===== config.mk =====
export PLATFORM = sky130hd
export DESIGN_NAME = rom_port_arbiter
export DESIGN_NICKNAME = d
export VERILOG_FILES = /design/src/rtl/rom_port_arbiter.sv
export SDC_FILE = /design/constraint.sdc
export NUM_CORES = 1
export LEC_CHECK = 0
export CAP_MARGIN = 20
export CORE_ASPECT_RATIO = 1.1
export CORE_UTILIZATION = 43
export CTS_CLUSTER_SIZE = 14
export DETAILED_ROUTE_END_ITERATION = 8
export GPL_ROUTABILITY_DRIVEN = 1
export PLACE_DENSITY = 0.88
export SLEW_MARGIN = 5
export SYNTH_ARGS = -nofsm -noshare
export SYNTH_HDL_FRONTEND = slang
export SYNTH_SLANG_ARGS = --single-unit

===== constraint.sdc =====
create_clock -name Clock -period 2.59 [get_ports Clock]
set_input_delay 0.259 -clock Clock [delete_from_list [all_inputs] [get_ports Clock]]
set_output_delay 0.259 -clock Clock [all_outputs]
set_load 0.01 [all_outputs]

===== src/rtl/rom_port_arbiter.sv =====
// ============================================================================
//  Module   : rom_port_arbiter
//  Purpose  : Shares one combinational instruction ROM between a CPU fetch
//             port and a debug/monitor read port. At most one request is
//             accepted per cycle. Read data returns exactly two edges after
//             acceptance, in acceptance order.
//  Revision : 1.0 - initial release
// ----------------------------------------------------------------------------
//  Parameters
//    STARVE_LIMIT     Cycles (1..15) a debug request may wait under fetch
//                     traffic before it is forced through. It is only used
//                     when ROM_ARB_STARVE_GUARD_EN is defined.
//
//  Configuration macro
//    ROM_ARB_STARVE_GUARD_EN
//                     defined   : a starvation counter forces a debug grant
//                                 after STARVE_LIMIT cycles of waiting.
//                     undefined : strict fetch priority. Debug is granted
//                                 only while iFetchReq is low.
//
//  Ports
//    Clock            in   1   sole clock, rising edge
//    Reset            in   1   synchronous, active-high
//    iFetchReq        in   1   CPU fetch request
//    iFetchAddr       in  16   CPU fetch address
//    oFetchGrant      out  1   fetch accepted at this edge (combinational)
//    oFetchValid      out  1   one-cycle pulse, oFetchData is valid
//    oFetchData       out 28   instruction returned to the CPU
//    iDbgReq          in   1   debug read request
//    iDbgAddr         in  16   debug read address
//    oDbgGrant        out  1   debug accepted at this edge (combinational)
//    oDbgValid        out  1   one-cycle pulse, oDbgData is valid
//    oDbgData         out 28   instruction word returned to the debug port
//    oRomAddress      out 16   registered ROM address
//    iRomInstruction  in  28   ROM output for oRomAddress
// ============================================================================
`default_nettype none

module rom_port_arbiter #(
   parameter int STARVE_LIMIT = 4
) (
   input  logic        Clock,
   input  logic        Reset,
   input  logic        iFetchReq,
   input  logic [15:0] iFetchAddr,
   output logic        oFetchGrant,
   output logic        oFetchValid,
   output logic [27:0] oFetchData,
   input  logic        iDbgReq,
   input  logic [15:0] iDbgAddr,
   output logic        oDbgGrant,
   output logic        oDbgValid,
   output logic [27:0] oDbgData,
   output logic [15:0] oRomAddress,
   input  logic [27:0] iRomInstruction
);

   // Elaboration-time guard. The counter is 4 bits wide, and a limit of 0
   // would lock out fetch.
   if (STARVE_LIMIT < 1 || STARVE_LIMIT > 15) begin : g_limit_check
      $error("rom_port_arbiter: STARVE_LIMIT must be within 1..15");
   end

   // The owner records which port the address in oRomAddress belongs to.
   // That lets the edge after acceptance route iRomInstruction to the right
   // data register.
   typedef enum logic [1:0] {
      OWN_NONE  = 2'd0,
      OWN_FETCH = 2'd1,
      OWN_DBG   = 2'd2
   } owner_t;

   owner_t owner;
   logic   starve_force;

`ifdef ROM_ARB_STARVE_GUARD_EN
   localparam logic [3:0] STARVE_MAX = 4'(STARVE_LIMIT);

   logic [3:0] starve_cnt;

   // Force only while a debug request is actually pending. This keeps the
   // override from blocking fetch on a cycle where the counter has not yet
   // caught up with a dropped request.
   assign starve_force = iDbgReq && (starve_cnt == STARVE_MAX);

   // Counts the cycles debug spends waiting behind fetch, and saturates at
   // the limit. It clears once debug wins or once the request goes away.
   always_ff @(posedge Clock) begin
      if (Reset) begin
         starve_cnt <= 4'd0;
      end else if (!iDbgReq || oDbgGrant) begin
         starve_cnt <= 4'd0;
      end else if (starve_cnt != STARVE_MAX) begin
         starve_cnt <= starve_cnt + 4'd1;
      end
   end
`else
   assign starve_force = 1'b0;
`endif

   // The grants depend only on the request lines, Reset and the starvation
   // state. They have no path from the addresses or the ROM data. The two
   // terms cannot both be true, so the grants are mutually exclusive by
   // construction.
   assign oFetchGrant = !Reset && iFetchReq && !starve_force;
   assign oDbgGrant   = !Reset && iDbgReq   && (!iFetchReq || starve_force);

   // Two-stage pipeline.
   //   Acceptance edge : latch the winner's address and its owner.
   //   Next edge       : capture the ROM output into the owner's data
   //                     register and pulse that port's valid.
   // Reset clears the owner, so a read still in flight never produces a
   // valid pulse.
   always_ff @(posedge Clock) begin
      if (Reset) begin
         owner       <= OWN_NONE;
         oRomAddress <= 16'd0;
         oFetchValid <= 1'b0;
         oDbgValid   <= 1'b0;
         oFetchData  <= 28'd0;
         oDbgData    <= 28'd0;
      end else begin
         // Return stage. The data registers hold their value when their
         // port is not the owner.
         oFetchValid <= 1'b0;
         oDbgValid   <= 1'b0;
         case (owner)
            OWN_FETCH: begin
               oFetchData  <= iRomInstruction;
               oFetchValid <= 1'b1;
            end
            OWN_DBG: begin
               oDbgData  <= iRomInstruction;
               oDbgValid <= 1'b1;
            end
            default: ;
         endcase

         // Acceptance stage. When nothing is granted, the address register
         // holds its value.
         if (oFetchGrant) begin
            oRomAddress <= iFetchAddr;
            owner       <= OWN_FETCH;
         end else if (oDbgGrant) begin
            oRomAddress <= iDbgAddr;
            owner       <= OWN_DBG;
         end else begin
            owner <= OWN_NONE;
         end
      end
   end

endmodule

`default_nettype wire


# Word level (Yosys, flattened, before mapping)
# Cells that the tools add are included.
# Widths: inputs -> output; s select.
# word_totals
reg_bits	76
in_bits	64
output_inout_bits	76
elab_cells	22
# classes
eq_ne	2
mux	6
n_reduce_logical	7
# ops
op	count
$mux 16	2
$logic_and 1x1->1	3
$mux 1	3
$eq 2x1->1 const B	1
$eq 2x2->1 const B	1
$logic_not 1->1	2
$mux 2	1
$reduce_bool 2->1	1
$reduce_or 2->1	1

# Logic depth before layout (Yosys ltp)
# Gate-level depths: netlist of run 1.
# depth
depth_word	5
depth_mapped	5
depth_no_buf	3

# Least setup slack after synthesis of run 1
# Ideal clock, no wire load.
# synth_path
path_kind	input-to-output
from	in Reset
to	out oDbgGrant
arrival_time_ns	0.867
t_required_ns	2.331
path_slack_ns	1.464
stages	3
path_buffers	2
cell_sequence	buf_2 -> buf_2 -> nor3b_1
# synth_via
elab_chain_len	3
# synth_lines
element	line	source
start, declared	43	input logic Reset,
$logic_not 1->1	106	assign oDbgGrant = !Reset && iDbgReq && (!iFetchReq || starve_force);
$logic_and 1x1->1 (2 in series)	106	
end, declared	51	output logic oDbgGrant,
# No other way between the ends.

# Final worst setup path of run 1
# layout_path
from	in iFetchReq
to	out oDbgGrant
# layout_via
elab_chain_len	2
# layout_lines
element	line	source
start, declared	44	input logic iFetchReq,
$logic_not 1->1	106	
$logic_and 1x1->1	106	
# No other way between the ends.

==> out/results.ini, run 1 <==
[timing]
hold_slack_ns = 0.1506
grt_setup_unrepaired = false
tns_ns = 0
post-route-period-util_pct = 73.83
maxSlewViolCount = 0
slew_headroom_pct = 51.49
hold_viol = 0
setup_slack_ns = 0.6777
fmaxAchievable_mhz = 522.9
period_minus_slack_ns = 1.912
setup_violations = 0
tightest_slew_ns = 0.7277
clock_skew_ns = 0.006280

[placed_design]
dp_cells = 530
io_buffers = 139
place_ws_ns = 0.6472
gp_congestion = 0.7791
dpl.hpwl_um = 5773
place_area_um2 = 4272

[job]
drv_cap = 0

[floorplan]
rows = 30
die_x_um = 80
die-area_um2 = 7024
ios = 140
coreArea_um2 = 6306
fp.dieH_um = 87.80
initial_utilization_pct = 45.63

[detailed_routing]
wl_per_cell_um = 14.52
wl_um = 7929
initialDrtViolationCount = 81
postRouteAntennaNets = 0
vias = 2721
drtPass1Iterations = 6
via_per_inst = 4.984
drc_errors = 0

[logic_synthesis]
syn-num-nets = 391
syn_area_um2 = 2878
ys_warn_count = 0
synthCells = 327
ys_seq_elements = 76
synthMuxAreaShare_pct = 12.87
yosysUniqueCellTypes = 15
syn_area_per_cell_um2 = 8.800
synth_fa_ha_area_share_pct = 0
synth-simple-area-share_pct = 18.78
yosysSeqAreaShare_pct = 52.87
synth-compound-area-share_pct = 9.739
synth-xor-area-share_pct = 0
synth_top_family_by_area = simple AND/OR/NAND/NOR gates

[cts]
cts.hold.buffers_added = 0
cts_setup_buffers = 0
clkSinkCount = 76
numCtsBuffers = 9
clkTransAtPathRegs_ns = 0.07
clkLatencyLatePin_ns = 0.34
htreeDepth = 3
cts_buffer_depth = 2
cts_resized = 0
cts_root_buffer = clkbuf_8
cts_tree = built

[worst_setup_path]
end_kind = output pin
setup.worst_path.start = iFetchReq
cp-start-kind = input port
criticalPathCategory = in2out
arrival_ns = 1.65
cp.required_ns = 2.33
r2r-start = owner[0]$_SDFF_PP0_
cp_max_fo = 5

[layout]
fin_nets = 525
post-route-util_pct = 70.32
area_growth_pct = 54.09
fin_cells = 546
design_area_um2 = 4434
drive_gt1_share_pct = 8.584
diodes = 0
nFillCells = 473

[power]
ir_drop_mv = 0.3814
p_per_area_nw_per_um2 = 547.6
p_leak_nw = 1.671
p_total_mw = 2.428

[min_path]
hp-start = Reset
min_path_type = in2reg

[global_routing]
grt_pass1_wl_um = 12400
antenna_found_initial = 0
grt_pass1_vias = 2777
grt_max_degree = 75
grt_use_total_pct = 23.40
overflow = 0

[status]
status = completed

per-layer routing:
metal / track usage [%] / vias up / routed length (µm)
met5: 0 / - / 0
met4: 8.604 / 0 / 110
met3: 8.646 / 11 / 686
met2: 43.43 / 108 / 4138
met1: 23.90 / 1275 / 2994
li1: - / 1327 / -
Yosys cell counts (all sizes together):
cell type | n | share of area, %
dfxtp | 76 | 53
nor2b | 4 | 0.87
a21oi | 56 | 9.7
mux2 | 16 | 7.3
mux2i | 16 | 5.6
clkbuf | 9 | 1.2
nand2b | 2 | 0.43
nor2 | 18 | 2.3
buf | 16 | 4.6
nand2 | 112 | 15
nor3b | 2 | 0.52
flip-flops by register name, summed over array words and instances (netlist names):
name	flops
owner	2
oRomAddress	16
oDbgData	28
oFetchValid	1
oDbgValid	1
oFetchData	28
area by class of cell:
| type | instances | area, µm² | area share [%] |
|---|---|---|---|
| well taps | 80 | 100.1 | 2.257 |
| repair buffers | 148 | 1454 | 32.79 |
| clock inverters | 2 | 10.01 | 0.2257 |
| multi-input cells | 226 | 1196 | 26.98 |
| clock buffers | 14 | 152.6 | 3.442 |
| flip-flops and latches | 76 | 1521 | 34.31 |
report_power, final:
group,internal (mW),switching [mW]
registers,1.22,0.0277
logic,0.241,0.165
clock network,0.373,0.399
path summary, 6_finish.rpt:
kind,to,slack [ns],depth (start not counted)
setup / recovery,oDbgGrant,0.68,3
hold / removal,oRomAddress[9]$_SDFFE_PP0P_,0.15,2
setup reg to reg,oDbgData[26]$_SDFFE_PP0N_,1.16,4
hold reg to reg,oFetchData[12]$_SDFFE_PP0N_,0.46,2
cell usage in the layout (no fill, tap or decap):
cell type | netlist | routed
clkdlybuf4s50_1 | 0 | 138
nand2_1 | 112 | 112
dfxtp_1 | 76 | 76
a21oi_1 | 56 | 56
nor2_1 | 18 | 18
mux2i_1 | 16 | 16
clkbuf_8 | 0 | 10
buf_4 | 12 | 9
mux2_4 | 8 | 8
mux2_2 | 8 | 8
clkbuf_1 | 9 | 4
nor2b_1 | 4 | 2
nor3b_1 | 2 | 2
nor2b_2 | 0 | 2
nand2b_1 | 2 | 2
clkinv_2 | 0 | 2
buf_2 | 2 | 1
kinds of logic after synthesis:
logic type | count (synthesis)
multiplexers | 32
flip-flops | 76
buffers and inverters | 25
AO/OA/AOI/OAI | 56
AND/OR/NAND/NOR | 138
worst max-delay path, stage by stage:
cell             delay, ns
clkdlybuf4s50_1       0.53
nor3b_1               0.29
clkdlybuf4s50_1       0.58
(Power assumes the default switching activity.)
==> run 2: changes to the inputs <==
--- a/config.mk
+++ b/config.mk
@@ -7,11 +7,11 @@
 export LEC_CHECK = 0
 export CAP_MARGIN = 20
 export CORE_ASPECT_RATIO = 1.1
-export CORE_UTILIZATION = 43
+export CORE_UTILIZATION = 36
 export CTS_CLUSTER_SIZE = 14
 export DETAILED_ROUTE_END_ITERATION = 8
 export GPL_ROUTABILITY_DRIVEN = 1
-export PLACE_DENSITY = 0.88
+export PLACE_DENSITY = 0.79
 export SLEW_MARGIN = 5
 export SYNTH_ARGS = -nofsm -noshare
 export SYNTH_HDL_FRONTEND = slang
==> constraint.sdc (replaced) <==
create_clock -name Clock -period 1.7 [get_ports Clock]
set_input_delay 0.17 -clock Clock [delete_from_list [all_inputs] [get_ports Clock]]
set_output_delay 0.17 -clock Clock [all_outputs]
set_load 0.01 [all_outputs]
==> run 2 against run 1 <==
Against the previous run: first-iteration DRC count down 25%; largest cell class unchanged; critical path depth unchanged; worst hold slack worse by 0.052 ns.
==> out/results.ini, run 2 (synthesis gave the netlist of run 1 again) <==
[placed_design]
io_buffers = 139
place_ws_ns = 0.04853
gp_congestion = 0.7334
dpl.hpwl_um = 5482
place_area_um2 = 4318
dp_cells = 557

[power]
p_per_area_nw_per_um2 = 884.9
p_total_mw = 4.018
p_leak_nw = 1.706
ir_drop_mv = 0.4667

[worst_setup_path]
worstPathCellList = clkdlybuf4s50_1 -> nor3b_2 -> clkdlybuf4s50_1
criticalPathCategory = in2out
cpMostUsedCell = clkdlybuf4s50_1
setup.worst_path.start = iFetchReq
end_kind = output pin
cp_max_fo = 4
arrival_ns = 1.43
cp.required_ns = 1.53
cp-start-kind = input port
crit_path_top_delay_cell = clkdlybuf4s50_1
critical-path-max-stage-delay_ns = 0.56
r2r-start = owner[1]$_SDFF_PP0_

[detailed_routing]
postRouteAntennaNets = 0
wl_per_cell_um = 13.19
wl_um = 7557
drc_errors = 0
vias = 2649
via_per_inst = 4.623
initialDrtViolationCount = 61
drtPass1Iterations = 4

[floorplan]
rows = 33
fp.dieH_um = 95.77
initial_utilization_pct = 37.88
ios = 140
die_x_um = 87.25
die-area_um2 = 8355
coreArea_um2 = 7597

[global_routing]
grt_pass1_wl_um = 11960
overflow = 0
grt_max_degree = 73
antenna_found_initial = 0
grt_use_total_pct = 18.76
grt_pass1_vias = 2555

[cts]
cts.hold.buffers_added = 0
clkTransAtPathRegs_ns = 0.07
cts_root_buffer = clkbuf_8
clkSinkCount = 76
cts_buffer_depth = 2
clkLatencyLatePin_ns = 0.34
htreeDepth = 3
cts_tree = built
cts_setup_buffers = 0
cts_resized = 0
numCtsBuffers = 9

[job]
drv_cap = 0

[layout]
fin_nets = 527
top_regs = oDbgData: 28 flops, oFetchData: 28 flops, oRomAddress: 16 flops
area_growth_pct = 57.78
final_cell_mix = 138 x clkdlybuf4s50_1, 112 x nand2_1, 76 x dfxtp_1
post-route-util_pct = 59.77
design_area_um2 = 4541
drive_gt1_share_pct = 9.615
fin_cells = 573
final_common_cell = clkdlybuf4s50_1
diodes = 0
nFillCells = 693

[timing]
fmaxAchievable_mhz = 626.5
grt_setup_unrepaired = false
tns_ns = 0
period_minus_slack_ns = 1.596
setup_slack_ns = 0.1038
hold_viol = 0
hold_slack_ns = 0.09873
tightest_slew_ns = 0.7240
clock_skew_ns = 0.007180
maxSlewViolCount = 0
setup_violations = 0
post-route-period-util_pct = 93.89
slew_headroom_pct = 51.74

[min_path]
hp-start = Reset
min_path_type = in2reg

[status]
status = completed

run 2: changes by cell type in the layout (fill, tap and decap cells not counted), sizes merged:
cell,change
clkbuf,-2
buf,+2
bufinv,+2
clkinvlp,+1
clkinv,-1
run 2: power breakdown:
group	switching, mW	total (mW)	internal, mW
combinational	0.246	0.616	0.370
clock	0.633	1.50	0.866
sequential	0.0417	1.90	1.86
run 2: area by class of cell:
class,count,area [µm²],share of cell area (%)
clock inverter,4,72.57,1.598
timing repair buffer,150,1469,32.35
clock buffer,12,145.1,3.196
tap,105,131.4,2.893
multi-input combinational,226,1201,26.45
sequential,76,1521,33.51
run 2: per-layer routing:
metal / routed length, µm / track usage, % / up-vias
li1: - / - / 1330
met1: 3140 / 20.96 / 1205
met2: 3693 / 32.88 / 103
met3: 614 / 6.690 / 11
met4: 108 / 6.694 / 0
met5: 0 / 0 / -
run 2: worst paths after layout:
| kind | to | slack, ns | cells after the start |
|---|---|---|---|
| max | oDbgGrant | 0.10 | 3 |
| min | oRomAddress[8]$_SDFFE_PP0P_ | 0.1 | 2 |
| max reg2reg | oFetchData[7]$_SDFFE_PP0N_ | 0.54 | 4 |
| min reg2reg | oDbgData[4]$_SDFFE_PP0N_ | 0.45 | 2 |
run 2: critical path, delay by kind of cell:
family,cells,cell delay (ns)
buffers and inverters,2,1.04
and+or+nand+nor,1,0.22
==> run 3: changes to the inputs <==
--- a/config.mk
+++ b/config.mk
@@ -5,13 +5,15 @@
 export SDC_FILE = /design/constraint.sdc
 export NUM_CORES = 1
 export LEC_CHECK = 0
+export ABC_CLOCK_PERIOD_IN_PS = 1700
 export CAP_MARGIN = 20
 export CORE_ASPECT_RATIO = 1.1
-export CORE_UTILIZATION = 36
+export CORE_UTILIZATION = 55
 export CTS_CLUSTER_SIZE = 14
 export DETAILED_ROUTE_END_ITERATION = 8
+export DONT_BUFFER_PORTS = 1
 export GPL_ROUTABILITY_DRIVEN = 1
-export PLACE_DENSITY = 0.79
+export PLACE_DENSITY = 0.77
 export SLEW_MARGIN = 5
 export SYNTH_ARGS = -nofsm -noshare
 export SYNTH_HDL_FRONTEND = slang
==> run 3 against run 2 <==
Against the previous run: the flow now finishes with violations (design-rule violations); combinational power shrank 44%; clock power is essentially flat; sequential share of layout area grew 9.3 points; final area shrank 22%; register-to-register slack lost 0.46 ns; final cell count shrank 25%; worst hold slack lost 0.086 ns; via count shrank 10%; largest cell class unchanged; highest routed layer unchanged.
==> out/results.ini, run 3 (synthesis gave the netlist of run 1 again) <==
[detailed_routing]
via_per_inst = 5.544
vias = 2373
wl_um = 6857
postRouteAntennaNets = 0
drtPass1Iterations = 6
wl_per_cell_um = 16.02
drc_errors = 8
initialDrtViolationCount = 112

[floorplan]
ios = 140
coreArea_um2 = 5034
die-area_um2 = 5526
rows = 27
initial_utilization_pct = 57.17
die_x_um = 70.97
fp.dieH_um = 77.87

[timing]
setup_violations = 0
clock_skew_ns = 0.008149
slew_headroom_pct = 67.85
hold_viol = 0
hold_slack_ns = 0.01266
post-route-period-util_pct = 95.39
fmaxAchievable_mhz = 616.7
tightest_slew_ns = 0.4806
maxSlewViolCount = 0
period_minus_slack_ns = 1.622

[power]
p_total_mw = 3.774
ir_drop_mv = 0.5906
p_leak_nw = 1.393
p_per_area_nw_per_um2 = 1062

[cts]
htreeDepth = 3
cts_buffer_depth = 2
cts_tree = built
clkSinkCount = 76
clkTransAtPathRegs_ns = 0.08
numCtsBuffers = 9
clkLatencyLatePin_ns = 0.32
cts_root_buffer = clkbuf_8

[layout]
drive_gt1_share_pct = 10.54
fin_cells = 428
final_cell_mix = 112 x nand2_1, 76 x dfxtp_1, 56 x a21oi_1
post-route-util_pct = 70.57
top_regs = oDbgData: 28 flops, oFetchData: 28 flops, oRomAddress: 16 flops
final_common_cell = nand2_1
design_area_um2 = 3552
diodes = 0
nFillCells = 367
fin_nets = 429
multi_input_area_um2 = 1196
regArea_um2 = 1521
area_growth_pct = 23.43

[worst_setup_path]
cp-start-kind = flop
cp_max_fo = 28
criticalPathCategory = reg2reg
arrival_ns = 1.89
end_kind = flop
cp.required_ns = 1.97

[placed_design]
place_area_um2 = 2840
dpl.hpwl_um = 3980
io_buffers = 0
dp_cells = 365
gp_congestion = 0.7336

[global_routing]
grt_pass1_wl_um = 10910
grt_max_degree = 73
antenna_found_initial = 0
grt_pass1_vias = 2296
grt_use_total_pct = 25.57
overflow = 0

[job]
drv_cap = 0

[status]
status = finished with violations
violations = design-rule violations

[min_path]
min_path_type = in2reg

-- run 3: critical path, cell delays in order, from the launching register on --
cell and delay (ns):
dfxtp_1 0.38, nor2b_2 0.20, buf_8 0.22, nand2_1 0.07
a21oi_1 0.13, dlygate4sd3_1 0.56
-- run 3: final timing paths --
| path | start | end | slack (ns) | depth (start not counted) |
|---|---|---|---|---|
| worst max-delay path | owner[1]$_SDFF_PP0_ | oDbgData[22]$_SDFFE_PP0N_ | 0.08 | 5 |
| worst min-delay path | iFetchReq | oRomAddress[14]$_SDFFE_PP0P_ | 0.01 | 2 |
| worst max register to register | owner[1]$_SDFF_PP0_ | oDbgData[22]$_SDFFE_PP0N_ | 0.08 | 5 |
| worst min register to register | oFetchData[23]$_SDFFE_PP0N_ | oFetchData[23]$_SDFFE_PP0N_ | 0.50 | 2 |
-- run 3: cell type report --
type                    count  area share (%)
flip-flops and latches     76           42.83
repair buffers             52           15.36
well taps                  58           2.043
clock inverters             5           2.113
clock buffers              11           3.980
multi-input cells         226           33.67
-- run 3: power by group --
| group | internal, mW | leakage, nW | switching, mW |
|---|---|---|---|
| Sequential | 1.86 | 0.621 | 0.0940 |
| Clock | 0.861 | 0.113 | 0.615 |
| Combinational | 0.189 | 0.658 | 0.154 |
-- run 3: repair_timing --
item | in CTS | in global routing
gates resized for setup | 0 | 2
endpoints found under the hold margin | 76 | 1
setup buffers | 0 | 0
setup endpoints to repair | 0 | 2
hold buffers | 46 | 1
-- run 3: metrics by stage --
| step | setup TNS (ns) | setup slack (ns) |
|---|---|---|
| after floorplan | 0 | 0.7031 |
| after global placement | 0 | 0.5211 |
| after detailed placement | 0 | 0.4852 |
| after CTS | 0 | 0.05685 |
| after global routing | -0.006385 | -0.006385 |
| final | 0 | 0.07836 |
-- run 3: layer usage --
| metal | part of all wire, % | up-vias | GRT usage, % |
|---|---|---|---|
| met5 | 0 | - | 0 |
| met4 | 1.9 | 0 | 11.20 |
| met3 | 8.1 | 13 | 9.221 |
| met2 | 51 | 119 | 43.94 |
| met1 | 39 | 1104 | 28.21 |
| li1 | - | 1137 | - |
